**config.mk**
```make
export PLATFORM = sky130hd
export DESIGN_NAME = alu_arbiter
export DESIGN_NICKNAME = d
export VERILOG_FILES = /design/src/rtl/alu_pkg.sv /design/src/rtl/alu.sv /design/src/rtl/alu_arbiter_rr_arb2.sv /design/src/rtl/alu_arbiter.sv
export SDC_FILE = /design/constraint.sdc
export NUM_CORES = 1
export LEC_CHECK = 0
export BUFFER_PORTS_ARGS = -buffer_cell sky130_fd_sc_hd__buf_2
export CAP_MARGIN = 20
export CORE_ASPECT_RATIO = 0.75
export CORE_MARGIN = 2
export CORE_UTILIZATION = 47
export CTS_BUF_LIST = sky130_fd_sc_hd__clkbuf_2 sky130_fd_sc_hd__clkbuf_4 sky130_fd_sc_hd__clkbuf_8
export DETAILED_ROUTE_END_ITERATION = 7
export PLACE_DENSITY = 0.71
export SYNTH_ARGS = -nofsm -noshare
export SYNTH_HDL_FRONTEND = slang
export SYNTH_HIERARCHICAL = 1
export SYNTH_SLANG_ARGS = --single-unit
```
**constraint.sdc**
```tcl
create_clock -name clk -period 10.2 [get_ports clk]
set_clock_uncertainty 0.1 [all_clocks]
set_input_delay 2.55 -clock clk [delete_from_list [all_inputs] [get_ports clk]]
set_output_delay 2.55 -clock clk [all_outputs]
set_load 0.01 [all_outputs]
```
**src/rtl/alu_pkg.sv**
```systemverilog
// alu_pkg: shared definitions for the ALU and its two-requester arbiter.
//   ALU_W        default operand/result width
//   alu_op_t     3-bit ALU op code; bit 2 inverts b, bits [1:0] select the function
//   arb_state_t  arbiter transaction state
package alu_pkg;

   localparam int ALU_W = 32;

   typedef enum logic [2:0] {
      AND  = 3'b000,
      OR   = 3'b001,
      ADD  = 3'b010,
      ANDN = 3'b100,
      ORN  = 3'b101,
      SUB  = 3'b110,
      SLT  = 3'b111
   } alu_op_t;

   typedef enum logic [1:0] {
      IDLE = 2'd0,
      EXEC = 2'd1,
      RESP = 2'd2
   } arb_state_t;

endpackage

```
**src/rtl/alu.sv**
```systemverilog
// alu: combinational N-bit ALU.
//   a, b       operands
//   f          op code (alu_op_t encoding); f[2] inverts b and injects carry-in
//   y          result
//   zero       y == 0
//   carry_out  carry out of the adder, arithmetic ops (f[1:0]==10) only
//   overflow   signed overflow of the adder, arithmetic ops only
// SLT returns 1 when a < b as signed values, using the sign of a - b
// corrected by signed overflow.
module alu
   import alu_pkg::*;
#(
   parameter int unsigned N = ALU_W
) (
   input  logic [N-1:0] a,
   input  logic [N-1:0] b,
   input  logic [2:0]   f,
   output logic [N-1:0] y,
   output logic         zero,
   output logic         carry_out,
   output logic         overflow
);

   logic [N-1:0] bb;
   logic [N:0]   sum_w;
   logic         ovf_raw;

   always_comb begin
      bb      = f[2] ? ~b : b;
      sum_w   = {1'b0, a} + {1'b0, bb} + {{N{1'b0}}, f[2]};
      // Operands agree in sign but the sum does not.
      ovf_raw = (a[N-1] == bb[N-1]) && (sum_w[N-1] != a[N-1]);

      y         = '0;
      carry_out = 1'b0;
      overflow  = 1'b0;
      case (f[1:0])
         2'b00: y = a & bb;
         2'b01: y = a | bb;
         2'b10: begin
            y         = sum_w[N-1:0];
            carry_out = sum_w[N];
            overflow  = ovf_raw;
         end
         default: y = {{(N-1){1'b0}}, sum_w[N-1] ^ ovf_raw};
      endcase
      zero = (y == '0);
   end

endmodule

```
**src/rtl/alu_arbiter_rr_arb2.sv**
```systemverilog
// rr_arb2: two-way round-robin grant logic.
//   req      request vector, bit i = requester i
//   pointer  0 favours requester 0, 1 favours requester 1 on contention
//   advance  grants are only issued while high
//   grant    one-hot (or zero) grant
// A lone requester is always granted; the pointer only breaks ties.
module rr_arb2
   import alu_pkg::*;
(
   input  logic [1:0] req,
   input  logic       pointer,
   input  logic       advance,
   output logic [1:0] grant
);

   always_comb begin
      grant = '0;
      if (advance) begin
         case (req)
            2'b01:   grant = 2'b01;
            2'b10:   grant = 2'b10;
            2'b11:   grant = pointer ? 2'b10 : 2'b01;
            default: grant = '0;
         endcase
      end
   end

endmodule

```
**src/rtl/alu_arbiter.sv**
```systemverilog
// alu_arbiter: shares one alu between two requesters.
//   clk, reset             clock; synchronous active-high reset
//   req_valid/req_ready    per-requester request handshake (ready is the grant)
//   req_a, req_b           operands, requester i on [i*N +: N]
//   req_f                  op codes, requester i on [i*3 +: 3]
//   rsp_valid/rsp_ready    one-hot response handshake to the granted requester
//   rsp_y, rsp_zero,
//   rsp_carry_out,
//   rsp_overflow           registered ALU result and flags
// Flow: IDLE (grant + capture operands) -> EXEC (capture ALU outputs)
//       -> RESP (hold until the owner accepts) -> IDLE.
module alu_arbiter
   import alu_pkg::*;
#(
   parameter int unsigned N = ALU_W
) (
   input  logic           clk,
   input  logic           reset,
   input  logic [1:0]     req_valid,
   output logic [1:0]     req_ready,
   input  logic [2*N-1:0] req_a,
   input  logic [2*N-1:0] req_b,
   input  logic [5:0]     req_f,
   output logic [1:0]     rsp_valid,
   input  logic [1:0]     rsp_ready,
   output logic [N-1:0]   rsp_y,
   output logic           rsp_zero,
   output logic           rsp_carry_out,
   output logic           rsp_overflow
);

   arb_state_t   state_q, state_d;
   logic         ptr_q, ptr_d;
   logic         owner_q, owner_d;
   logic [N-1:0] a_q, a_d;
   logic [N-1:0] b_q, b_d;
   logic [2:0]   f_q, f_d;
   logic [N-1:0] y_q, y_d;
   logic         zero_q, zero_d;
   logic         carry_q, carry_d;
   logic         ovf_q, ovf_d;

   logic [1:0]   grant;
   logic         arb_advance;
   logic [N-1:0] alu_y;
   logic         alu_zero;
   logic         alu_carry;
   logic         alu_ovf;

   // Gating with reset keeps req_ready low while reset is held and makes
   // reset win over a simultaneous request handshake.
   assign arb_advance = (state_q == IDLE) && !reset;

   rr_arb2 u_rr_arb2 (
      .req     (req_valid),
      .pointer (ptr_q),
      .advance (arb_advance),
      .grant   (grant)
   );

   alu #(.N(N)) u_alu (
      .a         (a_q),
      .b         (b_q),
      .f         (f_q),
      .y         (alu_y),
      .zero      (alu_zero),
      .carry_out (alu_carry),
      .overflow  (alu_ovf)
   );

   assign req_ready = grant;

   always_comb begin
      state_d   = state_q;
      ptr_d     = ptr_q;
      owner_d   = owner_q;
      a_d       = a_q;
      b_d       = b_q;
      f_d       = f_q;
      y_d       = y_q;
      zero_d    = zero_q;
      carry_d   = carry_q;
      ovf_d     = ovf_q;
      rsp_valid = '0;

      case (state_q)
         IDLE: begin
            if (grant != 2'b00) begin
               owner_d = grant[1];
               a_d     = grant[1] ? req_a[2*N-1:N] : req_a[N-1:0];
               b_d     = grant[1] ? req_b[2*N-1:N] : req_b[N-1:0];
               f_d     = grant[1] ? req_f[5:3]     : req_f[2:0];
               // Favour the requester that was not just served.
               ptr_d   = ~grant[1];
               state_d = EXEC;
            end
         end
         EXEC: begin
            y_d     = alu_y;
            zero_d  = alu_zero;
            carry_d = alu_carry;
            ovf_d   = alu_ovf;
            state_d = RESP;
         end
         RESP: begin
            rsp_valid[owner_q] = 1'b1;
            if (rsp_ready[owner_q]) begin
               state_d = IDLE;
            end
         end
         default: state_d = IDLE;
      endcase
   end

   always_ff @(posedge clk) begin
      if (reset) begin
         state_q <= IDLE;
         ptr_q   <= 1'b0;
         owner_q <= 1'b0;
         a_q     <= '0;
         b_q     <= '0;
         f_q     <= '0;
         y_q     <= '0;
         zero_q  <= 1'b0;
         carry_q <= 1'b0;
         ovf_q   <= 1'b0;
      end else begin
         state_q <= state_d;
         ptr_q   <= ptr_d;
         owner_q <= owner_d;
         a_q     <= a_d;
         b_q     <= b_d;
         f_q     <= f_d;
         y_q     <= y_d;
         zero_q  <= zero_d;
         carry_q <= carry_d;
         ovf_q   <= ovf_d;
      end
   end

   assign rsp_y         = y_q;
   assign rsp_zero      = zero_q;
   assign rsp_carry_out = carry_q;
   assign rsp_overflow  = ovf_q;

endmodule
```
# Word-level counts from Yosys, hierarchy flattened
# Cells that the tools add are included.
[totals]
ram_bits = 0
ff_bits = 106
out_inout_bits = 39
latchBits = 0
memories = 0
romBits = 0
[op_classes]
mul = 0
reduce_logical = 10
n_addsub = 2
magnitude_cmp = 2
n_bitwise = 5
eq_ne = 11
shifts = 0
div = 0
n_mux = 18
[ops]
columns = ["cell", "n"]
rows = [
  ["$mux 32", 3],
  ["$pmux 32 s3", 1],
  ["$add 32x32->33", 1],
  ["$add 33x1->33", 1],
  ["$and 32x32->32", 1],
  ["$logic_not 32->1", 1],
  ["$not 32->32", 1],
  ["$or 32x32->32", 1],
  ["$pmux 2 s3", 2],
  ["$mux 2", 5],
  ["$eq 2x2->1 const B", 4],
  ["$eq 2x1->1 const B", 3],
  ["$mux 1", 5],
  ["$logic_not 2->1", 2],
  ["$reduce_and 2->1", 2],
  ["$logic_and 1x1->1", 3],
  ["$mux 3", 1],
  ["$lt 1x2->1 const B", 1],
  ["$ne 2x1->1 const B", 1],
  ["$ne 2x2->1 const B", 1],
  ["$reduce_bool 2->1", 1],
  ["$demux 1 s1", 1],
  ["$eq 1x1->1", 1],
  ["$ge 1x1->1 const B", 1],
  ["4 further kinds", 4],
]

# Logic depth before layout (Yosys ltp)
# Gate-level depths: netlist (run 1).
[logic_depth]
ltp_word = 9
mapped_depth = 17
ltp_nobuf = 14

# Modules after synthesis
# The synthesis (run 1) kept the hierarchy.
[modules_own_cells]
columns = ["module", "cells_per_inst", "n_inst", "area_per_inst_um2"]
rows = [
  ["alu_arbiter", 542, 1, 4340.4],
  ["alu", 599, 1, 3995.1],
  ["rr_arb2", 5, 1, 21.3],
]

# Least setup slack after synthesis (run 1)
# OpenSTA, ideal clock, no wires.
[synth_timing]
path_kind = "input port to output port"
startpoint = "input port reset"
endpoint = "output port req_ready[0]"
required_ns = 7.550
arrival_ns = 3.390
cell_stages = 4
setup_slack_ns = 4.160
cell_sequence = "nor3_2 clkbuf_1 nand2_1 a21oi_1"
[synth_between]
elab_chain_len = 3
[synth_rtl]
columns = ["item", "line", "rtl"]
rows = [
  ["start: declaration", "alu_arbiter.sv:18", "input logic reset,"],
  ["$logic_not 1->1", "alu_arbiter.sv:52", "assign arb_advance = (state_q == IDLE) && !reset;"],
  ["$logic_and 1x1->1", "alu_arbiter.sv:52", ""],
  ["net arb_advance", "alu_arbiter.sv:44", "logic arb_advance;"],
  ["$mux 2", "alu_arbiter_rr_arb2.sv:18", "if (advance) begin"],
  ["end: declaration", "alu_arbiter.sv:20", "output logic [1:0] req_ready,"],
]
# The timed path passes the listed nets, and every way through them passes these cells.

# Worst setup path after layout (run 1)
[layout_timing]
startpoint = "input port reset"
endpoint = "output port req_ready[1]"
[layout_between]
elab_chain_len = 3
[layout_rtl]
columns = ["item", "line"]
rows = [
  ["$logic_not 1->1", "alu_arbiter.sv:52"],
  ["$logic_and 1x1->1", "alu_arbiter.sv:52"],
  ["$mux 2", "alu_arbiter_rr_arb2.sv:18"],
]
# Every way passes these cells.

==> impl_table.tex, run 1 <==
\begin{tabular}{lr}
\hline
Metric & Value \\
\hline
\multicolumn{2}{l}{\textbf{Status}} \\
Status & completed \\
\multicolumn{2}{l}{\textbf{Synthesis}} \\
Commonest register cell after synthesis & sky130\_fd\_sc\_hd\_\_dfxtp\_1 \\
Total nets after synthesis & 1351 \\
Mean area per synthesized cell & 7.29 sq um \\
Sequential area share after synthesis & 25.4\% \\
Total of flip-flops plus latches after synthesis & 106 \\
Count of unique library cells instantiated by Yosys & 75 \\
Post-synth ARST share & 0\% \\
Gate Count Post-Synth & 1146 \\
Mapped cell area & 8360 sq um \\
Count of warnings emitted by yosys & 6 \\
Post-synth EDFFs & 0 \\
\multicolumn{2}{l}{\textbf{Finish}} \\
Most frequent cells in the layout & sky130\_fd\_sc\_hd\_\_nand2\_1 (256), sky130\_fd\_sc\_hd\_\_buf\_2 (178), sky130\_fd\_sc\_hd\_\_o21ai\_0 (107) \\
Fraction of layout instances using a drive strength above 1 & 18.2\% \\
Synthesis-to-finish area growth & 14.0\% \\
Number of inserted diodes & 0 \\
Fin nets & 1469 \\
Post-Layout Inst Area & 9530 sq um \\
Commonest non-fill, non-tap cell in the layout & sky130\_fd\_sc\_hd\_\_nand2\_1 \\
Final core utilization & 54.3\% \\
\multicolumn{2}{l}{\textbf{Clocking}} \\
Insertion delay to the later sink of the worst-skew pair & 0.40 ns \\
\# H-tree levels & 3 \\
Post-CTS setup buffer count & 0 \\
Number of instances resized during post-cts repair & 0 \\
CTS root buffer & sky130\_fd\_sc\_hd\_\_clkbuf\_8 \\
Max Root-Sink Buffers & 2 \\
CTS clock-pin slew for the worst setup and hold paths & 0.10 ns \\
Number of buffers inserted by hold repair at cts & 0 \\
TritonCTS clock tree & done \\
CTS buffer count & 9 \\
Clock sink count & 106 \\
\multicolumn{2}{l}{\textbf{Critical path}} \\
Launching element type of the critical path & input port \\
Crit Path Class & in -> out \\
Top cell by count, worst path & sky130\_fd\_sc\_hd\_\_buf\_2 \\
Data required time at the worst endpoint & 7.55 ns \\
Max incr delay on CP & 0.57 ns \\
Max Fanout on Critical Path & 70 \\
Endpoint arrival time on the critical path & 4.67 ns \\
Cells traversed along the worst timing path & buf\_2 > nor3\_4 > buf\_4 > nand2\_1 > a21oi\_4 > buf\_2 \\
Highest-delay cell along the critical path & sky130\_fd\_sc\_hd\_\_buf\_4 \\
Critical Path Sink Type & output pin \\
\multicolumn{2}{l}{\textbf{STA}} \\
Final period demand of the worst path & 7.32 ns \\
WHS & 0.356 ns \\
Endpoints failing hold & 0 \\
Sum of negative setup slack & 0 ns \\
Final worst-path cycle share & 71.8\% \\
Relative slew margins & 27.9\% \\
Worst Max-Slew Pin Slew & 1.08 ns \\
Pins over their slew limit & 0 \\
Setup repair after global routing missed its margin & no \\
Max frequency & 0.137 GHz \\
Count of endpoints failing setup in the final report & 0 \\
\multicolumn{2}{l}{\textbf{Route}} \\
Detailed-route DRC error count & 0 \\
Vias & 8360 \\
Wire length per cell after detailed routing & 15.6 um \\
Post-detailed-route count of antenna-violating nets & 0 \\
Number of optimization iterations in the first detailed-route pass & 6 \\
Per-cell via count in the routed design & 5.53 \\
First-iteration detailed-routing DRC count & 523 \\
Total length of routed wires & 23.5 mm \\
\multicolumn{2}{l}{\textbf{Pwr}} \\
Worst-case vdd ir drop & 0.0724 mV \\
Cell leakage power & 4.18 nW \\
PnR Total Power & 1.22 mW \\
Power density normalized to cell area & 128 nW/um\^{}2 \\
\multicolumn{2}{l}{\textbf{Die}} \\
Vertical die dimension & 119 um \\
Horizontal die dimension & 158 um \\
Number of standard-cell rows in the floorplan & 42 \\
Number of I/O pins & 179 \\
Effective utilization at floorplan & 47.6\% \\
Area of the core & 17600 sq um \\
DIE AREA & 18900 sq um \\
\multicolumn{2}{l}{\textbf{Global routing}} \\
Tot GR Track Use & 25.3\% \\
Wire length of the first global-routing pass & 38.4 mm \\
GR Overflow Total & 0 \\
Vias in the first global route & 7838 \\
Largest net degree at the start of global routing & 105 \\
Antenna violations before repair & 0 \\
\multicolumn{2}{l}{\textbf{Place}} \\
Number of buffer cells added on primary ports & 178 \\
Half-perimeter wire length of the detailed placement result & 17.9 mm \\
Placed Area & 9300 sq um \\
Routability congestion estimate from global placement & 0.929 \\
\multicolumn{2}{l}{\textbf{Worst hold path}} \\
Worst Hold Class & reg -> reg \\
\multicolumn{2}{l}{\textbf{Flow run}} \\
Number of maximum-capacitance violations & 0 \\
\hline
\end{tabular}
Yosys cell counts, drive strengths merged (6+ instances only):
master | n | area share (%)
a211oi | 15 | 1.3
o21ai | 109 | 6.5
buf | 35 | 2.4
mux2i | 6 | 0.87
ha | 64 | 9.6
nor2b | 9 | 0.67
nand2b | 6 | 0.45
dfxtp | 106 | 25
a21o | 14 | 1.3
nand4 | 11 | 0.90
o211ai | 10 | 0.96
nand3 | 17 | 1.0
o21a | 10 | 0.90
nor2 | 43 | 1.9
o22ai | 10 | 0.91
xor2 | 37 | 3.9
xnor2 | 13 | 1.4
clkbuf | 46 | 2.1
nand2 | 257 | 12
a22o | 71 | 7.4
inv | 74 | 3.3
a21oi | 77 | 4.8
nor3 | 18 | 1.3
logic make-up after synthesis:
kind of cell               Yosys count  share of synthesized area, %
AOI/OAI and AO/OA                  366                          29.6
xor gates and xnor gates            50                          5.24
adders and majority gates           65                          9.82
buffers and inverters              155                          7.77
DFF                                106                          25.4
muxes                                6                         0.868
and+or+nand+nor                    398                          21.3
per-stage QoR:
stage	instances	worst slack, ns
after floorplan	1146	4.16
after global placement	1495	2.90
after detailed placement	1495	2.87
after CTS	1511	2.88
after global routing	1511	2.60
final	1511	2.88
cell type report:
| cell class | count | area (sq um) |
|---|---|---|
| tap | 242 | 303 |
| clock buffer | 10 | 131 |
| fill | 1752 | 8030 |
| multi-input combinational | 885 | 5630 |
| inverter | 74 | 278 |
| timing repair buffer | 188 | 966 |
| clock inverter | 6 | 97.6 |
| sequential | 106 | 2120 |
power breakdown:
part | internal (mW) | total, mW | switching, mW
clock network | 0.145 | 0.299 | 0.154
logic | 0.172 | 0.447 | 0.275
registers | 0.442 | 0.472 | 0.0302
critical path: cells and delay by family:
kind	cells	cell delay (ns)
AND/OR/NAND/NOR	2	0.40
AO/OA/AOI/OAI	1	0.53
buffers and inverters	3	1.15
layer usage:
metal / vias to the layer above / track usage [%] / share of wire, %
met5: - / 0 / 0
met1: 3860 / 33.6 / 47
met4: 0 / 8.67 / 2.1
li1: 4249 / - / -
met2: 214 / 41.8 / 47
met3: 37 / 3.97 / 4.5
worst paths after layout:
kind | from | endpoint | slack [ns] | cells after the start
setup reg to reg | f_q[2] | rsp_zero | 5.65 | 14
hold / removal | rsp_y[26] | rsp_y[26] | 0.36 | 2
hold reg to reg | rsp_y[26] | rsp_y[26] | 0.36 | 2
setup / recovery | reset | req_ready[1] | 2.88 | 6
flip-flops by register name, summed over array words and instances (netlist names):
signal	count
rsp_y	32
a_q	32
b_q	32
state_q	2
rsp_overflow	1
rsp_zero	1
owner_q	1
f_q	3
rsp_carry_out	1
ptr_q	1
Note: power is estimated with default switching activity, not from simulation.
==> run 2: changes to the inputs <==
clock period = 7.01 ns   (was 10.2 ns; I/O delays follow)
==> impl_table.tex, run 2 (synthesis results as in run 1) <==
\begin{tabular}{lr}
\hline
Metric & Value \\
\hline
\multicolumn{2}{l}{\textbf{Status}} \\
Status & completed (unchanged) \\
\multicolumn{2}{l}{\textbf{STA}} \\
Setup repair after global routing missed its margin & no (unchanged) \\
Count of endpoints failing setup in the final report & 0 (unchanged) \\
Worst Max-Slew Pin Slew & 1.09 ns (was 1.08 ns) \\
Final period demand of the worst path & 5.24 ns \\
Max frequency & 0.191 GHz \\
Sum of negative setup slack & 0 ns (unchanged) \\
Final worst-path cycle share & 74.8\% \\
Pins over their slew limit & 0 (unchanged) \\
Endpoints failing hold & 0 (unchanged) \\
Relative slew margins & 27.5\% (was 27.9\%) \\
\multicolumn{2}{l}{\textbf{Clocking}} \\
Number of instances resized during post-cts repair & 0 (unchanged) \\
CTS clock-pin slew for the worst setup and hold paths & 0.10 ns (about the same) \\
Post-CTS setup buffer count & 0 (unchanged) \\
CTS buffer count & 9 (unchanged) \\
Insertion delay to the later sink of the worst-skew pair & 0.39 ns (was 0.40 ns) \\
Number of buffers inserted by hold repair at cts & 0 (unchanged) \\
Clock sink count & 106 (unchanged) \\
TritonCTS clock tree & done (unchanged) \\
Max Root-Sink Buffers & 2 (unchanged) \\
CTS root buffer & sky130\_fd\_sc\_hd\_\_clkbuf\_8 (unchanged) \\
\# H-tree levels & 3 (unchanged) \\
\multicolumn{2}{l}{\textbf{Global routing}} \\
Largest net degree at the start of global routing & 106 (was 105) \\
GR Overflow Total & 0 (unchanged) \\
Tot GR Track Use & 25.2\% (was 25.3\%) \\
Wire length of the first global-routing pass & 38.3 mm (was 38.4 mm) \\
Antenna violations before repair & 0 (unchanged) \\
Vias in the first global route & 7830 (was 7838) \\
\multicolumn{2}{l}{\textbf{Worst hold path}} \\
Worst Hold Class & reg -> reg (unchanged) \\
\multicolumn{2}{l}{\textbf{Pwr}} \\
Power density normalized to cell area & 182 nW/um\^{}2 (was 128 nW/um\^{}2) \\
Worst-case vdd ir drop & 0.125 mV (was 0.0724 mV) \\
Cell leakage power & 4.16 nW (was 4.18 nW) \\
PnR Total Power & 1.73 mW (was 1.22 mW) \\
\multicolumn{2}{l}{\textbf{Die}} \\
Effective utilization at floorplan & 47.6\% (unchanged) \\
Number of I/O pins & 179 (unchanged) \\
Vertical die dimension & 119 um (unchanged) \\
Number of standard-cell rows in the floorplan & 42 (unchanged) \\
Area of the core & 17600 sq um (unchanged) \\
DIE AREA & 18900 sq um (unchanged) \\
Horizontal die dimension & 158 um (unchanged) \\
\multicolumn{2}{l}{\textbf{Route}} \\
First-iteration detailed-routing DRC count & 590 (was 523) \\
Detailed-route DRC error count & 0 (unchanged) \\
Vias & 8295 (was 8360) \\
Wire length per cell after detailed routing & 15.5 um (was 15.6 um) \\
Number of optimization iterations in the first detailed-route pass & 5 (was 6) \\
Post-detailed-route count of antenna-violating nets & 0 (unchanged) \\
Total length of routed wires & 23.4 mm (was 23.5 mm) \\
Per-cell via count in the routed design & 5.49 (was 5.53) \\
\multicolumn{2}{l}{\textbf{Critical path}} \\
Critical Path Sink Type & output pin (unchanged) \\
Data required time at the worst endpoint & 5.16 ns (was 7.55 ns) \\
Max Fanout on Critical Path & 69 (was 70) \\
Crit Path Class & in -> out (unchanged) \\
Launching element type of the critical path & input port (unchanged) \\
Endpoint arrival time on the critical path & 3.39 ns (was 4.67 ns) \\
\multicolumn{2}{l}{\textbf{Finish}} \\
Fraction of layout instances using a drive strength above 1 & 18.2\% (unchanged) \\
Commonest non-fill, non-tap cell in the layout & sky130\_fd\_sc\_hd\_\_nand2\_1 (unchanged) \\
Number of inserted diodes & 0 (unchanged) \\
Fin nets & 1469 (unchanged) \\
Synthesis-to-finish area growth & 13.7\% (was 14.0\%) \\
Most frequent cells in the layout & sky130\_fd\_sc\_hd\_\_nand2\_1 (256), sky130\_fd\_sc\_hd\_\_buf\_2 (178), sky130\_fd\_sc\_hd\_\_o21ai\_0 (107) (unchanged) \\
Count of filler cells inserted in the layout & 1776 (was 1752) \\
\multicolumn{2}{l}{\textbf{Place}} \\
Number of buffer cells added on primary ports & 178 (unchanged) \\
Routability congestion estimate from global placement & 0.951 (was 0.929) \\
Half-perimeter wire length of the detailed placement result & 18.1 mm (was 17.9 mm) \\
\multicolumn{2}{l}{\textbf{Flow run}} \\
Number of maximum-capacitance violations & 0 (unchanged) \\
\hline
\end{tabular}
run 2: changes by cell type in the layout (fill, tap and decap cells not counted):
cell	before	now
sky130_fd_sc_hd__clkinvlp_4	0	1
sky130_fd_sc_hd__bufinv_16	2	1
sky130_fd_sc_hd__clkbuf_4	1	0
sky130_fd_sc_hd__clkinv_4	1	2
run 2: worst max-delay path, cell delays in order:
cell and delay, ns:
sky130_fd_sc_hd__buf_2 0.34, sky130_fd_sc_hd__nor3_4 0.23, sky130_fd_sc_hd__buf_4 0.57, sky130_fd_sc_hd__nand2_1 0.19, sky130_fd_sc_hd__a21oi_4 0.15, sky130_fd_sc_hd__buf_2 0.14
run 2: report_power, final:
group,switching (mW),internal (mW),leakage [nW]
Combinational,0.395,0.250,3.20
Sequential,0.0461,0.643,0.863
Clock,0.226,0.171,0.102
Total,0.668,1.06,4.16
run 2: through the flow:
step                      hold WS [ns]  utilization [%]  instances  area [sq um]  setup WS, ns
after floorplan                  0.370                -       1146          8360          2.56
after global placement           0.343             53.0       1495          9300          1.76
after detailed placement         0.345             53.0       1495          9300          1.75
after CTS                        0.360             54.2       1511          9510          1.74
after global routing             0.377             54.2       1511          9510          1.59
final                            0.357             54.2       1511          9510          1.77
run 2: path summary, 6_finish.rpt:
path / startpoint / cells past startpoint / to / slack [ns]
worst max-delay path: reset / 6 / req_ready[0] / 1.77
worst min-delay path: rsp_y[8] / 2 / rsp_y[8] / 0.36
worst max register to register: f_q[2] / 14 / rsp_zero / 2.49
worst min register to register: rsp_y[8] / 2 / rsp_y[8] / 0.36
run 2: routing by layer:
| metal | track usage, % | up-vias | wire length (um) |
|---|---|---|---|
| li1 | - | 4257 | - |
| met1 | 32.7 | 3763 | 10800 |
| met2 | 43.5 | 248 | 10900 |
| met3 | 4.11 | 27 | 1160 |
| met4 | 5.91 | 0 | 405 |
| met5 | 0 | - | 0 |
run 2: area by class of cell:
| cell class | count | area (sq um) | share of cell area (%) |
|---|---|---|---|
| repair buffers | 188 | 966 | 10.2 |
| inverters | 74 | 278 | 2.92 |
| multi-input cells | 885 | 5630 | 59.2 |
| clock buffers | 9 | 124 | 1.30 |
| flip-flops and latches | 106 | 2120 | 22.4 |
| well taps | 242 | 303 | 3.19 |
| clock inverters | 7 | 83.8 | 0.882 |
